[src/rtl/quad_gray_reader.sv]
// rtl/quad_gray_reader.sv - quadrature Gray input reader: sync, glitch filter, step decode, position
// Tracks a wrapping binary/Gray position from a 2-bit encoder and flags illegal double-bit moves.
module quad_gray_reader #(
  parameter int WIDTH  = 8,
  parameter int FILTER = 4
) (
  input  logic             clk,
  input  logic             rst,
  input  logic             enc_a,
  input  logic             enc_b,
  input  logic             clr,
  output logic [WIDTH-1:0] position,
  output logic [WIDTH-1:0] position_gray,
  output logic             step_pulse,
  output logic             dir,
  output logic             err_pulse,
  output logic             err_sticky
);

  localparam int CW = (FILTER > 1) ? $clog2(FILTER) : 1;
  localparam int RW = $clog2(FILTER + 1);

  typedef enum logic {ST_INIT, ST_TRACK} state_t;

  state_t           state_q;
  logic [1:0]       s1_q, s2_q;
  logic [1:0]       warm_q;
  logic [1:0]       filt_q, filt_d;
  logic [1:0]       last_q;
  logic [1:0]       prev_q;
  logic [CW-1:0]    cnt_q [2];
  logic [CW-1:0]    cnt_d [2];
  logic [RW-1:0]    run_q, run_d;
  logic [WIDTH-1:0] pos_q, pos_d, gray_q;
  logic             step_q, dir_q, err_q, sticky_q;
  logic             primed, init_load;
  logic             moved, is_up, is_dn, is_bad;

  function automatic logic [1:0] gray_next(input logic [1:0] g);
    case (g)
      2'b00:   return 2'b01;
      2'b01:   return 2'b11;
      2'b11:   return 2'b10;
      default: return 2'b00;
    endcase
  endfunction

  // The two reset-zero samples still in the synchroniser must not count toward the INIT rest level.
  always_comb begin
    primed = warm_q[1];
    run_d  = '0;
    if (primed) begin
      if (s2_q != last_q)
        run_d = RW'(1);
      else if (run_q != RW'(FILTER))
        run_d = run_q + 1'b1;
      else
        run_d = run_q;
    end
    init_load = (state_q == ST_INIT) && (run_d == RW'(FILTER));
  end

  always_comb begin
    filt_d = filt_q;
    for (int i = 0; i < 2; i++) begin
      cnt_d[i] = '0;
      if (s2_q[i] != filt_q[i]) begin
        if (cnt_q[i] == CW'(FILTER - 1))
          filt_d[i] = s2_q[i];
        else
          cnt_d[i] = cnt_q[i] + 1'b1;
      end
    end
    if (init_load)
      filt_d = s2_q;
  end

  always_comb begin
    moved  = (filt_q != prev_q);
    is_up  = moved && (filt_q == gray_next(prev_q));
    is_dn  = moved && (prev_q == gray_next(filt_q));
    is_bad = moved && !is_up && !is_dn;
    pos_d  = pos_q;
    if (clr)
      pos_d = '0;
    else if (state_q == ST_TRACK) begin
      if (is_up)
        pos_d = pos_q + 1'b1;
      else if (is_dn)
        pos_d = pos_q - 1'b1;
    end
  end

  always_ff @(posedge clk or negedge rst) begin
    if (!rst) begin
      s1_q     <= '0;
      s2_q     <= '0;
      warm_q   <= '0;
      filt_q   <= '0;
      cnt_q[0] <= '0;
      cnt_q[1] <= '0;
      last_q   <= '0;
      run_q    <= '0;
    end else begin
      s1_q     <= {enc_a, enc_b};
      s2_q     <= s1_q;
      warm_q   <= {warm_q[0], 1'b1};
      filt_q   <= filt_d;
      cnt_q[0] <= init_load ? '0 : cnt_d[0];
      cnt_q[1] <= init_load ? '0 : cnt_d[1];
      last_q   <= s2_q;
      run_q    <= run_d;
    end
  end

  always_ff @(posedge clk or negedge rst) begin
    if (!rst) begin
      state_q  <= ST_INIT;
      prev_q   <= '0;
      pos_q    <= '0;
      gray_q   <= '0;
      step_q   <= 1'b0;
      dir_q    <= 1'b0;
      err_q    <= 1'b0;
      sticky_q <= 1'b0;
    end else begin
      step_q <= 1'b0;
      err_q  <= 1'b0;
      pos_q  <= pos_d;
      gray_q <= pos_d ^ (pos_d >> 1);
      if (clr)
        sticky_q <= 1'b0;
      case (state_q)
        ST_INIT: begin
          if (init_load) begin
            prev_q  <= s2_q;
            state_q <= ST_TRACK;
          end
        end
        default: begin
          prev_q <= filt_q;
          if (is_up || is_dn) begin
            step_q <= 1'b1;
            dir_q  <= is_up;
          end
          if (is_bad) begin
            err_q <= 1'b1;
            if (!clr)
              sticky_q <= 1'b1;
          end
        end
      endcase
    end
  end

  assign position      = pos_q;
  assign position_gray = gray_q;
  assign step_pulse    = step_q;
  assign dir           = dir_q;
  assign err_pulse     = err_q;
  assign err_sticky    = sticky_q;

endmodule

[config.mk]
export PLATFORM = sky130hd
export DESIGN_NAME = quad_gray_reader
export DESIGN_NICKNAME = d
export VERILOG_FILES = /design/src/rtl/quad_gray_reader.sv
export SDC_FILE = /design/constraint.sdc
export NUM_CORES = 1
export LEC_CHECK = 0
export BUFFER_PORTS_ARGS = -buffer_cell sky130_fd_sc_hd__clkbuf_2
export CORE_MARGIN = 4
export CORE_UTILIZATION = 35
export CTS_CLUSTER_DIAMETER = 120
export CTS_CLUSTER_SIZE = 28
export DETAILED_ROUTE_END_ITERATION = 10
export GPL_ROUTABILITY_DRIVEN = 1
export GPL_TIMING_DRIVEN = 0
export PLACE_DENSITY_LB_ADDON = 0.12
export SETUP_SLACK_MARGIN = 0.3
export SLEW_MARGIN = 20
export SYNTH_ARGS = -nofsm -noshare
export SYNTH_HDL_FRONTEND = slang
export SYNTH_SLANG_ARGS = --single-unit
[constraint.sdc]
create_clock -name clk -period 2.1 [get_ports clk]
set_clock_uncertainty 0.2 [all_clocks]
set_input_delay 0.21 -clock clk [delete_from_list [all_inputs] [get_ports clk]]
set_output_delay 0.21 -clock clk [all_outputs]
set_load 0.01 [all_outputs]
==> flow_summary.json, run 1 <==
{
  "ys_ff_latch": 39,
  "maxSlewViolCount": 0,
  "max_slew_margin_pct": 41.4,
  "ioPinCount": 25,
  "status": "finished, violations left",
  "vias_per_cell": 5.17,
  "grt_max_degree": 40,
  "initial_utilization_pct": 36.0,
  "synth_nets": 197,
  "ys_warn_count": 0,
  "hp-class": "reg -> reg",
  "synth_area_leader_cell": "dfrtp_1",
  "fin_nets": 267,
  "tritoncts": "yes",
  "numPortBuffers": 24,
  "critPathMaxFanout": 5,
  "hold_viol": 0,
  "arrival_ns": 2.10,
  "tightestPinTransition_ns": 0.878,
  "firstDrtPassIters": 4,
  "htree_levels": 2,
  "netlist_instances": 186,
  "ys_types": 50,
  "die_w_um": 83.2,
  "numCtsBuffers": 5,
  "maxCapViolations": 0,
  "worst_slack_ns": -0.0186,
  "diodes": 0,
  "power_leakage_nw": 1.28,
  "synth_area_per_cell_sq_um": 10.6,
  "period_needed_ns": 2.12,
  "synth_edf_count": 0,
  "clk_path_buf_depth": 2,
  "grt_pass1_vias": 1700,
  "die_area_sq_um": 6930,
  "cp-end-kind": "flip-flop",
  "gp_congestion": 0.812,
  "rsz0062_at_grt": "yes",
  "critPathLaunchType": "flip-flop",
  "required_ns": 2.08,
  "finalCritPeriodShare_pct": 101,
  "clk_pin_slew_ns": 0.08,
  "insertion_delay_ns": 0.30,
  "fmax_ghz": 0.472,
  "grt_pass1_wl_mm": 8.49,
  "synth_area_sq_um": 1980,
  "drc": 0,
  "vias": 1702,
  "clock-root-buffer": "clkbuf_8",
  "holdWs_ns": 0.151,
  "grt_use_total_pct": 15.1,
  "antenna_found_initial": 0,
  "wire_per_inst_um": 15.4,
  "gr-total-overflow": 0,
  "yosysSeqAreaShare_pct": 49.3,
  "hpwlAfterDp_mm": 3.12,
  "finalPower_mw": 3.60,
  "die_h_um": 83.2,
  "drtAntennaViolNets": 0,
  "drt-initial-drc-count": 111,
  "final_util_pct": 55.4,
  "wl_mm": 5.08,
  "powerDensity_nw_per_um2": 1180,
  "violations": "negative setup slack",
  "drive_gt1_share_pct": 52.9,
  "clock_sinks": 39,
  "area_delta_synth_final_pct": 54.0,
  "postSynth.asyncResetShare_pct": 100,
  "coreArea_sq_um": 5510,
  "rows": 27,
  "ir_drop_uv": 605,
  "setup_viol": 2,
  "worstSetupPathType": "reg -> reg",
  "synth_area_leaders": "dfrtp_1, xnor2_1, ha_1, nor2_1, nand4_1",
  "synth_top_area_share_pct": 49.3,
  "synthFlopType": "dfrtp_1"
}
## report_power, final
| group | internal [mW] | switching, mW |
|---|---|---|
| registers | 0.876 | 0.139 |
| logic | 1.06 | 0.974 |
| clock network | 0.268 | 0.283 |
| total | 2.21 | 1.40 |
## area by class of cell
class | count | area (sq um)
clock buffers | 6 | 82.6
fillers | 459 | 2460
well taps | 72 | 90.1
inverters | 8 | 30.0
multi-input cells | 131 | 1330
flip-flops and latches | 39 | 981
clock inverters | 2 | 16.3
repair buffers | 61 | 433
plain buffers | 10 | 92.6
## synthesized netlist by cell type (3+ instances only)
master    number
nor2_1        15
nand4_1        7
nor4_1         4
nand3_1        5
ha_1           6
mux2i_1        3
nand2_1        4
o21ai_1        3
nor3_1         8
buf_2          3
o221ai_1       3
inv_1          7
nor2b_1        3
nor3b_1        4
xnor2_1       11
a21oi_1        8
a211o_1        3
a211oi_1       3
o21ai_0        5
dfrtp_1       39
clkbuf_1       5
## registers in the layout, summed over array words and instances (netlist names), 2 cells and up
| signal | flops |
|---|---|
| position_gray | 8 |
| position | 7 |
| cnt_q | 4 |
| run_q | 3 |
| filt_q | 2 |
| last_q | 2 |
| prev_q | 2 |
| s1_q | 2 |
| s2_q | 2 |
| warm_q | 2 |
## cell families after synthesis
| group | Yosys count | share of synthesized area (%) |
|---|---|---|
| buf+inv | 18 | 3.98 |
| mux | 7 | 3.98 |
| simple gates | 65 | 18.8 |
| compound gates | 35 | 12.2 |
| other cells | 1 | 0.189 |
| fa+ha+maj | 6 | 3.79 |
| flops | 39 | 49.3 |
| xor+xnor | 15 | 7.77 |
## stage by stage
| stage | instance area [sq um] | worst slack, ns | instances | setup TNS [ns] |
|---|---|---|---|---|
| floorplan | 2160 | 0.0355 | 186 | 0 |
| global placement | 2370 | -0.112 | 282 | -0.192 |
| detailed placement | 2370 | -0.151 | 282 | -0.311 |
| CTS | 2830 | -0.0155 | 315 | -0.0283 |
| global route | 3050 | -0.0828 | 329 | -0.388 |
| finish | 3050 | -0.0186 | 329 | -0.0278 |
## path summary, 6_finish.rpt
kind,to,slack [ns],start,cells after the start
setup / recovery,position_gray[3],-0.02,position[0],6
hold / removal,s2_q[0],0.15,s1_q[0],0
setup reg to reg,position_gray[3],-0.02,position[0],6
hold reg to reg,s2_q[0],0.15,s1_q[0],0
max in group asynchronous,position[1],0.73,rst,2
min in group asynchronous,filt_q[0],0.36,rst,2
## per-layer routing
layer  vias to the layer above  global-route usage (%)  part of all wire (%)
met4                         0                    5.50                   1.8
li1                        815                       -                     -
met2                        38                    24.5                    49
met5                         -                       0                     0
met3                         8                    4.56                   4.9
met1                       841                    18.9                    45
## repair_timing
action,4_1_cts,5_1_grt
hold endpoints to repair,41,0
resized for setup,31,19
setup endpoints to repair,24,25
pin swaps,17,19
setup buffers,20,13
hold buffers,3,0
cloned,2,1
## placed cells by master, fill, tap and decap left out, drive strengths merged, types with 2 or more instances in the layout
cell	count
o221ai	3
a211oi	3
nor4	4
and3	3
clkbuf	34
mux2i	3
o211ai	2
a21oi	9
dlygate4sd3	3
nor3b	4
xnor2	13
and3b	2
dfrtp	39
mux2	4
a31oi	2
xor2	4
nand3	5
nor2	15
nand4	7
o21ai	8
buf	40
nor2b	3
a211o	3
ha	6
nand2	4
and4	3
nor3	8
inv	8
## critical path, cell delays in order, from the launching register on
cell      delay, ns
dfrtp_1        0.41
clkbuf_8       0.16
or4b_4         0.49
nor3_4         0.20
o21bai_1       0.12
and3b_1        0.17
mux2_4         0.25
(Power assumes the default switching activity.)
==> run 2: changes to the inputs <==
SETUP_SLACK_MARGIN = unset   (was 0.3)
==> run 2 against run 1 <==
Effect of this change: the run still ends with negative setup slack left; register-to-register slack lost 0.04 ns; routed wire length shrank 8.6%; cell count shrank 5.5%; clock power shrank 10%; first-iteration DRC count shrank 44%; clock-buffer cell count is the same; via count shrank 4.2%; critical path depth grew 1; critical endpoint is now filt_q[1].
==> flow_summary.json, run 2 (same netlist as run 1, synthesis figures left out) <==
{
  "numPortBuffers": 24,
  "final_area_sq_um": 2720,
  "crit_slowest_cell": "dfrtp_1",
  "ir_drop_uv": 473,
  "cp-end-kind": "flip-flop",
  "die_area_sq_um": 6930,
  "path_cells": "inv_2, ha_4, nor3b_4, o21ai_2, a2111oi_4, nor2_1, mux2_1",
  "grt_max_degree": 40,
  "gp_congestion": 0.858,
  "vias": 1630,
  "powerDensity_nw_per_um2": 1180,
  "wl_mm": 4.64,
  "coreArea_sq_um": 5510,
  "setup_viol": 2,
  "gr-total-overflow": 0,
  "gr-usage-met1_pct": 17.4,
  "maxCapViolations": 0,
  "firstDrtPassIters": 4,
  "finalPower_mw": 3.21,
  "clk_path_buf_depth": 2,
  "regToRegStartpoint": "run_q[0]",
  "drt-initial-drc-count": 62,
  "max_slew_margin_pct": 42.6,
  "grt.busiest_layer": "met2",
  "cp_top_family": "compound AO/OA/AOI/OAI gates",
  "tightestPinTransition_ns": 0.861,
  "holdPathStages": 0,
  "grt_pass1_wl_mm": 7.98,
  "fill_cells": 496,
  "drive_gt1_share_pct": 41.8,
  "fmax_ghz": 0.464,
  "clk_pin_slew_ns": 0.08,
  "drc": 0,
  "crit_path_max_incr_delay_ns": 0.42,
  "htree_levels": 2,
  "critical_path_buf_inv_count": 1,
  "diodes": 0,
  "grt_pass1_vias": 1680,
  "final_common_cell": "dfrtp_1",
  "grt_use_total_pct": 13.8,
  "rsz0062_at_grt": "yes",
  "period_needed_ns": 2.16,
  "reg2regPathDepth": 7,
  "worst_slack_ns": -0.0553,
  "hp-class": "reg -> reg",
  "clock-root-buffer": "clkbuf_8",
  "insertion_delay_ns": 0.29,
  "power_leakage_nw": 1.16,
  "holdWs_ns": 0.152,
  "tritoncts": "yes",
  "maxSlewViolCount": 0,
  "worstSetupPathType": "reg -> reg",
  "vias_per_cell": 5.24,
  "die_w_um": 83.2,
  "dpl-instance-area_sq_um": 2210,
  "required_ns": 2.07,
  "final_cell_mix": "dfrtp_1, clkbuf_2, buf_4",
  "grt_use_met3_pct": 3.47,
  "rows": 27,
  "initial_utilization_pct": 36.0,
  "status": "finished, violations left",
  "violations": "negative setup slack",
  "crit_end": "filt_q[1]",
  "critPathLaunchType": "flip-flop",
  "critPathMaxFanout": 4,
  "drtAntennaViolNets": 0,
  "area_delta_synth_final_pct": 37.5,
  "cp.depth": 7,
  "reg2reg_slack_ns": -0.06,
  "die_h_um": 83.2,
  "largest_register_ffs": 8,
  "grt_use_met2_pct": 23.1,
  "fin_nets": 249,
  "r2r_end": "filt_q[1]",
  "wire_per_inst_um": 14.9,
  "numCtsBuffers": 5,
  "arrival_ns": 2.13,
  "finalCritPeriodShare_pct": 103,
  "antenna_found_initial": 0,
  "hold_viol": 0,
  "cp-startpoint": "run_q[0]",
  "pre_cts_slack_ns": -0.238,
  "ioPinCount": 25,
  "hpwlAfterDp_mm": 3.01,
  "clock_sinks": 39
}
==> run 2: cell type report <==
class	count	area (sq um)	area share, %
inverter	8	30.0	1.10
multi-input combinational	129	1140	41.8
sequential	39	983	36.1
tap	72	90.1	3.31
clock buffer	6	72.6	2.66
buffer	8	65.1	2.39
clock inverter	2	12.5	0.459
timing repair buffer	47	333	12.2
==> run 2: worst register-to-register path: stages (launching register included) <==
cell	delay, ns
dfrtp_1	0.42
inv_2	0.07
ha_4	0.18
nor3b_4	0.21
o21ai_2	0.12
a2111oi_4	0.42
nor2_1	0.10
mux2_1	0.32
==> run 2: report_power, final <==
part	internal (mW)	switching (mW)
Sequential	0.876	0.133
Combinational	0.888	0.820
Clock	0.232	0.262
Total	2.00	1.21
==> run 2: worst min-delay path by stage <==
stage,startpoint,end,slack (ns)
floorplan,rst,cnt_q[0],-0.29
global placement,enc_b,s1_q[0],0.12
detailed placement,enc_b,s1_q[0],0.12
CTS,s1_q[0],s2_q[0],0.16
global route,s1_q[0],s2_q[0],0.17
finish,s1_q[0],s2_q[0],0.15
==> run 2: timing repair <==
item,in CTS,in global routing
endpoints found under the hold margin,41,0
pin swaps,13,26
gates cloned,0,0
endpoints found under the setup margin,12,17
setup buffers,12,9
gates resized for setup,34,21
hold buffers,3,0
==> run 2: through the flow <==
stage               setup TNS (ns)  cells  util [%]
floorplan                        0    186         -
global placement            -0.945    282      40.2
detailed placement           -1.59    282      40.2
CTS                         -0.272    304      46.9
global route                -0.403    311      49.5
finish                      -0.100    311      49.5
==> run 2: metal layers <==
metal / vias up / wire, um / part of all wire, %
met1: 790 / 2020 / 44
met3: 12 / 297 / 6.4
li1: 775 / - / -
met5: - / 0 / 0
met2: 53 / 2240 / 48
met4: 0 / 81 / 1.7
==> run 3: changes to the inputs <==
RECOVER_POWER = 100   (was unset)
==> run 3 against run 2 <==
Effect of this change: the run still ends with negative setup slack left; first-iteration DRC count stayed put; global-route usage did not move; non-clock buffer count is the same; worst hold slack is essentially flat; critical path depth stayed put; sequential cell count is the same; cell count unchanged; maximum frequency about the same; clock power barely moved; combinational power barely moved; core utilization down 0.48 points; die area unchanged; critical endpoint unchanged; largest power group unchanged; highest routed layer unchanged.
==> flow_summary.json, run 3 (same netlist as run 1, synthesis figures left out) <==
{
  "status": "finished, violations left",
  "violations": "negative setup slack",
  "hpwlAfterDp_mm": 3.01,
  "drive_gt1_share_pct": 33.5,
  "fin_nets": 249,
  "drtAntennaViolNets": 0,
  "grt_pass1_vias": 1680,
  "fmax_ghz": 0.464,
  "arrival_ns": 2.13,
  "numCtsBuffers": 5,
  "grt_pass1_wl_mm": 7.98,
  "coreArea_sq_um": 5510,
  "final_common_cell": "dfrtp_1",
  "holdPathStages": 0,
  "area_delta_synth_final_pct": 36.2,
  "critPathLaunchType": "flip-flop",
  "maxSlewViolCount": 0,
  "die_area_sq_um": 6930,
  "path_cells": "inv_2, ha_4, nor3b_4, o21ai_2, a2111oi_4, nor2_1, mux2_1",
  "wl_mm": 4.66,
  "final_util_pct": 49.0,
  "reg2regPathDepth": 7,
  "setup_viol": 3,
  "clock_sinks": 39,
  "worstSetupPathType": "reg -> reg",
  "clk_pin_slew_ns": 0.08,
  "clk_path_buf_depth": 2,
  "worst_hold_startpoint": "s1_q[0]",
  "largest_register_ffs": 8,
  "ir_drop_uv": 472,
  "powerDensity_nw_per_um2": 1180,
  "gr-total-overflow": 0,
  "initial_utilization_pct": 36.0,
  "max_slew_margin_pct": 36.0,
  "die_w_um": 83.2,
  "vias": 1627,
  "grt_max_degree": 40,
  "hold_end": "s2_q[0]",
  "die_h_um": 83.2,
  "numPortBuffers": 24,
  "maxCapViolations": 0,
  "firstDrtPassIters": 4,
  "crit_slowest_cell": "dfrtp_1",
  "rsz0062_at_grt": "yes",
  "hold_viol": 0,
  "gp_congestion": 0.858,
  "crit_path_max_incr_delay_ns": 0.42,
  "vias_per_cell": 5.23,
  "ioPinCount": 25,
  "required_ns": 2.07,
  "tightestPinTransition_ns": 0.960,
  "finalCritPeriodShare_pct": 103,
  "critPathMaxFanout": 4,
  "grt_use_total_pct": 13.8,
  "finalPower_mw": 3.19,
  "reg2reg_slack_ns": -0.05,
  "cp-end-kind": "flip-flop",
  "drt-initial-drc-count": 62,
  "hp-class": "reg -> reg",
  "clock-root-buffer": "clkbuf_8",
  "tritoncts": "yes",
  "r2r_end": "filt_q[1]",
  "diodes": 0,
  "htree_levels": 2,
  "regToRegStartpoint": "run_q[0]",
  "drc": 0,
  "power_leakage_nw": 1.12,
  "antenna_found_initial": 0,
  "worst_slack_ns": -0.0544,
  "rows": 27,
  "insertion_delay_ns": 0.29,
  "final_cell_mix": "dfrtp_1, clkbuf_1, buf_4",
  "period_needed_ns": 2.15,
  "wire_per_inst_um": 15.0
}
==> run 3: changes by cell type in the layout (fill, tap and decap cells not counted), sizes merged <==
cell,previous run,this run
buf,26,23
clkbuf,32,35
==> run 3: worst max-delay path, delay by kind of cell, from the launching register on <==
kind / cells / cell delay, ns
AO/OA/AOI/OAI: 2 / 0.54
adder cells (fa/ha/maj): 1 / 0.18
buffers and inverters: 1 / 0.07
flip-flops: 1 / 0.42
multiplexers: 1 / 0.32
AND/OR/NAND/NOR: 2 / 0.31
==> run 3: worst max path at each step <==
stage	start	endpoint	slack, ns
2_1_floorplan	position[0]	position_gray[3]	0.003
3_3_place_gp	filt_q[0]	position_gray[4]	-0.14
3_5_place_dp	run_q[0]	filt_q[1]	-0.24
4_1_cts	run_q[0]	filt_q[1]	-0.06
5_1_grt	run_q[0]	filt_q[0]	-0.14
6_report	run_q[0]	filt_q[1]	-0.05
==> run 3: per-stage QoR <==
| step | worst slack (ns) | setup TNS (ns) | instances | instance area [sq um] | hold WS (ns) |
|---|---|---|---|---|---|
| 6_report | -0.0544 | -0.105 | 311 | 2700 | 0.152 |
| 5_1_grt | -0.145 | -0.884 | 311 | 2700 | 0.174 |
| 4_1_cts | -0.0613 | -0.272 | 304 | 2580 | 0.155 |
| 3_5_place_dp | -0.238 | -1.59 | 282 | 2210 | 0.120 |
| 3_3_place_gp | -0.142 | -0.945 | 282 | 2210 | 0.118 |
| 2_1_floorplan | 0.00330 | 0 | 186 | 2000 | -0.286 |
==> run 3: metal layers <==
| metal | track usage (%) | part of all wire (%) | vias to the layer above |
|---|---|---|---|
| met5 | 0 | 0 | - |
| met4 | 4.75 | 2.1 | 0 |
| met3 | 3.47 | 6.2 | 13 |
| met2 | 23.1 | 48 | 51 |
| met1 | 17.4 | 44 | 787 |
| li1 | - | - | 776 |
==> run 3: cell type report <==
cell class / count / area, sq um
fill: 508 / 2810
multi-input combinational: 129 / 1140
sequential: 39 / 978
timing repair buffer: 47 / 312
tap: 72 / 90.1
clock buffer: 6 / 72.6
buffer: 8 / 65.1
inverter: 8 / 30.0
clock inverter: 2 / 12.5
==> run 3: power by group <==
group | leakage (nW) | switching, mW | internal, mW
Sequential | 0.503 | 0.133 | 0.875
Clock | 0.0412 | 0.263 | 0.232
Combinational | 0.572 | 0.815 | 0.878
==> run 3: repair_timing <==
action,CTS,global route
buffers inserted,12,9
setup endpoints to repair,12,17
pin swaps,13,26
resized for setup,34,21
hold endpoints to repair,41,0
hold buffers,3,0
